[config.mk]
export PLATFORM = sky130hd
export DESIGN_NAME = cc_collision_monitor
export DESIGN_NICKNAME = d
export VERILOG_FILES = /design/src/rtl/cc_collision_monitor.sv
export SDC_FILE = /design/constraint.sdc
export NUM_CORES = 1
export LEC_CHECK = 0
export ABC_AREA = 1
export CAP_MARGIN = 10
export CORE_MARGIN = 2
export CORE_UTILIZATION = 36
export CTS_CLUSTER_DIAMETER = 80
export DETAILED_ROUTE_END_ITERATION = 12
export PLACE_DENSITY_LB_ADDON = 0.3
export SLEW_MARGIN = 5
export SYNTH_ARGS = -nofsm -noshare
export SYNTH_HDL_FRONTEND = slang
export SYNTH_SLANG_ARGS = --single-unit
[constraint.sdc]
create_clock -name CC_COLLISION_MONITOR_CLOCK_50 -period 1.05 [get_ports CC_COLLISION_MONITOR_CLOCK_50]
set_input_delay 0.1575 -clock CC_COLLISION_MONITOR_CLOCK_50 [delete_from_list [all_inputs] [get_ports CC_COLLISION_MONITOR_CLOCK_50]]
set_output_delay 0.1575 -clock CC_COLLISION_MONITOR_CLOCK_50 [all_outputs]
set_load 0.01 [all_outputs]
[src/rtl/cc_collision_monitor.sv]
// cc_collision_monitor
//
// Registered multi-player collision monitor for the row-scrolling game datapath.
// On each frame tick it compares the obstacle row at the player line (fila0) with
// every player's position over the column window [COL_HI:COL_LO]. Each player has
// its own lives counter and ALIVE/HOLD/DEAD state. Game over is flagged once every
// player is dead.
//
// Optional feature macro: CC_COLLISION_HOLDOFF_EN
//   defined   - after a non-fatal hit the player enters HOLD and is immune for
//               HOLDOFF ticks
//   undefined - there is no HOLD state and no holdoff counter, so every
//               overlapping tick in ALIVE costs a life
//
// Ports:
//   CC_COLLISION_MONITOR_CLOCK_50     in   clock, rising edge
//   CC_COLLISION_MONITOR_RESET_InLow  in   asynchronous active-low reset
//   CC_COLLISION_MONITOR_restart      in   synchronous game restart; wins over tick
//   CC_COLLISION_MONITOR_tick         in   one-cycle frame strobe
//   CC_COLLISION_MONITOR_fila0        in   obstacle row at the player line
//   CC_COLLISION_MONITOR_posjug       in   player p at [p*DATAWIDTH +: DATAWIDTH]
//   CC_COLLISION_MONITOR_OutBUS       out  per-player clear flag from the last tick
//   CC_COLLISION_MONITOR_hit          out  one-cycle pulse per lost life
//   CC_COLLISION_MONITOR_lives        out  remaining lives, player p at [p*LW +: LW]
//   CC_COLLISION_MONITOR_dead         out  player has no lives left
//   CC_COLLISION_MONITOR_gameover     out  all players dead
module cc_collision_monitor #(
    parameter int unsigned DATAWIDTH = 8,
    parameter int unsigned PLAYERS   = 2,
    parameter int unsigned COL_LO    = 4,
    parameter int unsigned COL_HI    = 7,
    parameter int unsigned LIVES     = 3,
    parameter int unsigned HOLDOFF   = 4,
    localparam int unsigned LW       = $clog2(LIVES + 1)
) (
    input  logic                           CC_COLLISION_MONITOR_CLOCK_50,
    input  logic                           CC_COLLISION_MONITOR_RESET_InLow,
    input  logic                           CC_COLLISION_MONITOR_restart,
    input  logic                           CC_COLLISION_MONITOR_tick,
    input  logic [DATAWIDTH-1:0]           CC_COLLISION_MONITOR_fila0,
    input  logic [PLAYERS*DATAWIDTH-1:0]   CC_COLLISION_MONITOR_posjug,
    output logic [PLAYERS-1:0]             CC_COLLISION_MONITOR_OutBUS,
    output logic [PLAYERS-1:0]             CC_COLLISION_MONITOR_hit,
    output logic [PLAYERS*LW-1:0]          CC_COLLISION_MONITOR_lives,
    output logic [PLAYERS-1:0]             CC_COLLISION_MONITOR_dead,
    output logic                           CC_COLLISION_MONITOR_gameover
);

    localparam int unsigned WinW = COL_HI - COL_LO + 1;
`ifdef CC_COLLISION_HOLDOFF_EN
    localparam int unsigned HW = $clog2(HOLDOFF + 1);
`endif

    // Elaboration-time parameter legality check.
    if (COL_LO > COL_HI || COL_HI >= DATAWIDTH || LIVES < 1 || HOLDOFF < 1 ||
        PLAYERS < 1) begin : genBadParams
        $error("cc_collision_monitor: illegal parameter combination");
    end

    typedef enum logic [1:0] {
        StAlive = 2'd0,
        StHold  = 2'd1,
        StDead  = 2'd2
    } playerStateT;

    // Only the window bits are compared; the rest of the row/position buses are
    // intentionally ignored.
    logic unusedBits;
    assign unusedBits = ^{CC_COLLISION_MONITOR_fila0, CC_COLLISION_MONITOR_posjug};

    logic [WinW-1:0]    rowWin;
    logic [PLAYERS-1:0] deadNext;
    logic               gameoverQ;

    assign rowWin = CC_COLLISION_MONITOR_fila0[COL_HI:COL_LO];

    for (genvar p = 0; p < PLAYERS; p++) begin : genPlayer
        playerStateT     stateQ, stateD;
        logic [LW-1:0]   livesQ, livesD;
        logic            clearQ, clearD;
        logic            hitQ, hitD;
        logic [WinW-1:0] posWin;
        logic            overlap;
`ifdef CC_COLLISION_HOLDOFF_EN
        logic [HW-1:0]   holdQ, holdD;
`endif

        assign posWin  = CC_COLLISION_MONITOR_posjug[p*DATAWIDTH + COL_LO +: WinW];
        assign overlap = |(rowWin & posWin);

        always_comb begin
            stateD = stateQ;
            livesD = livesQ;
            clearD = clearQ;
            hitD   = 1'b0;
`ifdef CC_COLLISION_HOLDOFF_EN
            holdD  = holdQ;
`endif
            if (CC_COLLISION_MONITOR_restart) begin
                // Any tick in the same cycle is discarded.
                stateD = StAlive;
                livesD = LW'(LIVES);
                clearD = 1'b1;
`ifdef CC_COLLISION_HOLDOFF_EN
                holdD  = '0;
`endif
            end else if (CC_COLLISION_MONITOR_tick) begin
                case (stateQ)
                    StAlive: begin
                        clearD = ~overlap;
                        if (overlap) begin
                            hitD = 1'b1;
                            if (livesQ <= LW'(1)) begin
                                // Last life: saturate at zero and stop.
                                livesD = '0;
                                stateD = StDead;
                                clearD = 1'b0;
                            end else begin
                                livesD = livesQ - LW'(1);
`ifdef CC_COLLISION_HOLDOFF_EN
                                stateD = StHold;
                                holdD  = HW'(HOLDOFF);
`endif
                            end
                        end
                    end
`ifdef CC_COLLISION_HOLDOFF_EN
                    StHold: begin
                        // Immune tick: clear flag still tracks the overlap.
                        clearD = ~overlap;
                        if (holdQ != '0) begin
                            holdD = holdQ - HW'(1);
                        end
                        if (holdQ <= HW'(1)) begin
                            stateD = StAlive;
                        end
                    end
`endif
                    StDead: begin
                        clearD = 1'b0;
                    end
                    default: begin
                        stateD = StAlive;
                    end
                endcase
            end
        end

        always_ff @(posedge CC_COLLISION_MONITOR_CLOCK_50 or
                    negedge CC_COLLISION_MONITOR_RESET_InLow) begin
            if (!CC_COLLISION_MONITOR_RESET_InLow) begin
                stateQ <= StAlive;
                livesQ <= LW'(LIVES);
                clearQ <= 1'b1;
                hitQ   <= 1'b0;
`ifdef CC_COLLISION_HOLDOFF_EN
                holdQ  <= '0;
`endif
            end else begin
                stateQ <= stateD;
                livesQ <= livesD;
                clearQ <= clearD;
                hitQ   <= hitD;
`ifdef CC_COLLISION_HOLDOFF_EN
                holdQ  <= holdD;
`endif
            end
        end

        assign deadNext[p]                        = (stateD == StDead);
        assign CC_COLLISION_MONITOR_OutBUS[p]     = clearQ;
        assign CC_COLLISION_MONITOR_hit[p]        = hitQ;
        assign CC_COLLISION_MONITOR_lives[p*LW +: LW] = livesQ;
        assign CC_COLLISION_MONITOR_dead[p]       = (stateQ == StDead);
    end

    // Registered from the next-state so it lines up with dead on the same edge.
    always_ff @(posedge CC_COLLISION_MONITOR_CLOCK_50 or
                negedge CC_COLLISION_MONITOR_RESET_InLow) begin
        if (!CC_COLLISION_MONITOR_RESET_InLow) begin
            gameoverQ <= 1'b0;
        end else begin
            gameoverQ <= &deadNext;
        end
    end

    assign CC_COLLISION_MONITOR_gameover = gameoverQ;

endmodule

==> reports/qor.yml, run 1 <==
run_status:
  outcome: "complete, but fails checks"
  violations: "negative setup slack"
clocking:
  cts_sinks: 13
  root_buffer: "clkbuf_4"
  clk_path_buf_depth: 2
  h-tree-depth: 1
  cts_tree: "built"
  cts_hold_buf: 0
  clk_latency_ns: 0.28
  cts_buffers: 3
  clkTransAtPathRegs_ns: 0.08
finish:
  syn_to_final_growth_pct: 83.4
  drive_gt1_share_pct: 54.5
  antenna_cells: 0
  final_cell_mix: "16 x buf_4, 15 x nand2_1, 13 x clkdlybuf4s50_1"
  nFillCells: 122
  final_common_cell: "buf_4"
  nNetsFinal: 161
logic_synthesis:
  syn_area_sq_um: 672
  ys_seq_area_share_pct: 49.5
  ys_ff_latch: 13
  synthCells: 87
  synth_nets: 115
  yosysWarnings: 0
  syn_area_per_cell_sq_um: 7.72
  yosysUniqueCellTypes: 16
detailed_routing:
  drtAntennaViolNets: 0
  via_count: 713
  drc: 0
  wl_per_cell_microns: 11.5
  firstDrtPassIters: 5
  drt-initial-drc-count: 11
  vias_per_cell: 4.54
  routed_wl_mm: 1.81
setup_path:
  cp_slowest_stage_delay_ns: 0.39
  worst-setup-path-type: "reg2reg"
  arrival_ns: 1.35
  cp-start-kind: "register"
  crit_path_end_kind: "register"
  cp_slowest_cell: "dfrtp_1"
  crit_required_ns: 1.27
  critPathMaxFanout: 3
  crit_chain: "buf_6 > inv_4 > nand2_4 > nor2_4 > nand2_2 > nor2_4 > nand2_1 > nand2_1"
power:
  power.internal_mw: 0.972
  p_sw_mw: 0.413
  p_seq_share_pct: 42.6
  p_leak_nw: 0.599
  comb_power_share_pct: 35.2
  pwr-share-clk_pct: 22.3
  switching_share_pct: 29.8
  peakVddDrop_mv: 0.899
  powerDensity_mw_per_mm2: 1120
  power.total_mw: 1.39
grt:
  antenna_found_initial: 0
  grt_util_all_layers_pct: 18.5
  grt_remaining_overflow: 0
  first_global_vias: 656
  grt_max_degree: 14
  grt_pass1_wl_mm: 2.72
timing:
  holdWs_ns: 0.176
  finalHoldViolCount: 0
  grt_setup_unrepaired: "yes"
  max_freq_mhz: 886
  min_period_ns: 1.13
  setup_ws_ns: -0.0790
  slew_headroom_pct: 81.5
  worstMarginPinSlew_ns: 0.277
  setup_viol: 15
  slew_violations: 0
  fin_crit_sh_pct: 108
  fin_skew_ns: 0.00576
worst_hold_path:
  hp-class: "in2async"
floorplan:
  die-area_sq_mm: 0.00223
  fp.coreArea_sq_mm: 0.00175
  num_rows: 15
  die_w_microns: 47.2
  die_h_microns: 47.2
  ioPinCount: 39
  initial_utilization_pct: 38.5
place:
  place.gp.congestion: 0.743
  post-place-ws_ns: -0.313
  dp.final_hpwl_mm: 1.21
  port_buffers: 26
flow_run:
  cap_violations: 0
-- sequential cells by signal, indices dropped and copies added, names as in the netlist --
signal                         cells
CC_COLLISION_MONITOR_gameover      1
genPlayer.livesQ                   4
genPlayer.clearQ                   2
genPlayer.hitQ                     2
genPlayer.stateQ                   4
-- critical path: cells and delay by family, from the launching register on --
family | cells | cell delay [ns]
and+or+nand+nor | 6 | 0.51
DFF | 1 | 0.39
buffers and inverters | 2 | 0.17
-- power groups by stage --
stage	Combinational (mW)	Clock, mW	Sequential, mW
2_1_floorplan	0.141	0	0.611
3_3_place_gp	0.382	0	0.588
3_5_place_dp	0.388	0	0.590
4_1_cts	0.419	0.318	0.589
5_1_grt	0.530	0.350	0.596
6_report	0.487	0.308	0.590
-- synth_stat cells, drive strengths merged --
cell type | number | area (sq um)
o31ai | 2 | 15.0
nor2 | 15 | 63.8
nor4 | 1 | 6.26
o21ai | 3 | 15.0
a21boi | 1 | 7.51
dfrtp | 7 | 175
buf | 5 | 37.5
a21oi | 6 | 30.0
nand2 | 23 | 88.8
inv | 13 | 48.8
nand3 | 4 | 20.0
nand4 | 1 | 6.26
dfstp | 6 | 158
-- what timing repair did --
| item | CTS | global route |
|---|---|---|
| pin swaps | 8 | 11 |
| resized for setup | 58 | 29 |
| endpoints found under the setup margin | 20 | 22 |
| setup buffers | 2 | 0 |
-- metal layers --
metal  GRT usage, %  wire, microns  up-vias
met3           7.69             89        5
met2           28.5            977       22
met1           21.4            707      330
met4           11.1             37        0
met5              0              0        -
li1               -              -      356
-- logic make-up after synthesis --
| logic type | share of synthesized area, % |
|---|---|
| AND/OR/NAND/NOR | 27.6 |
| buffers and inverters | 12.9 |
| flip-flops | 49.5 |
| AO/OA/AOI/OAI | 10.1 |
-- final cells by class --
type | count | area [sq um] | area share [%]
Clock buffer | 4 | 26.3 | 2.13
Inverter | 13 | 51.3 | 4.16
Multi-Input combinational cell | 56 | 382 | 31.0
Sequential cell | 13 | 333 | 27.0
Tap cell | 25 | 31.3 | 2.54
Timing Repair Buffer | 46 | 409 | 33.2
-- path summary, 6_finish.rpt --
check,cells past startpoint,to,slack (ns),from
min reg2reg,2,genPlayer[0].clearQ,0.54,genPlayer[0].stateQ[1]
min in group CC_COLLISION_MONITOR_CLOCK_50,4,genPlayer[0].clearQ,0.34,CC_COLLISION_MONITOR_fila0[6]
max in group asynchronous,2,genPlayer[0].livesQ[0],0.63,CC_COLLISION_MONITOR_RESET_InLow
max,8,genPlayer[0].livesQ[0],-0.08,genPlayer[0].stateQ[0]
min,2,genPlayer[0].hitQ,0.18,CC_COLLISION_MONITOR_RESET_InLow
max reg2reg,8,genPlayer[0].livesQ[0],-0.08,genPlayer[0].stateQ[0]
-- metrics by stage --
step | std cells | instance area (sq um) | utilization [%] | TNS [ns]
2_1_floorplan | 87 | 672 | - | 0
3_3_place_gp | 151 | 1060 | 60.8 | -3.71
3_5_place_dp | 151 | 1060 | 60.8 | -3.98
4_1_cts | 157 | 1140 | 65.5 | -0.455
5_1_grt | 157 | 1230 | 70.6 | -1.33
6_report | 157 | 1230 | 70.6 | -0.497
Note: power is estimated with default switching activity, not from simulation.
==> run 2, diff against run 1 <==
--- a/config.mk
+++ b/config.mk
@@ -10,6 +10,7 @@
 export CORE_MARGIN = 2
 export CORE_UTILIZATION = 36
 export CTS_CLUSTER_DIAMETER = 80
+export CTS_CLUSTER_SIZE = 16
 export DETAILED_ROUTE_END_ITERATION = 12
 export PLACE_DENSITY_LB_ADDON = 0.3
 export SLEW_MARGIN = 5
==> results of run 2 <==
Final layout, timing and power as in run 1 (identical DEF).
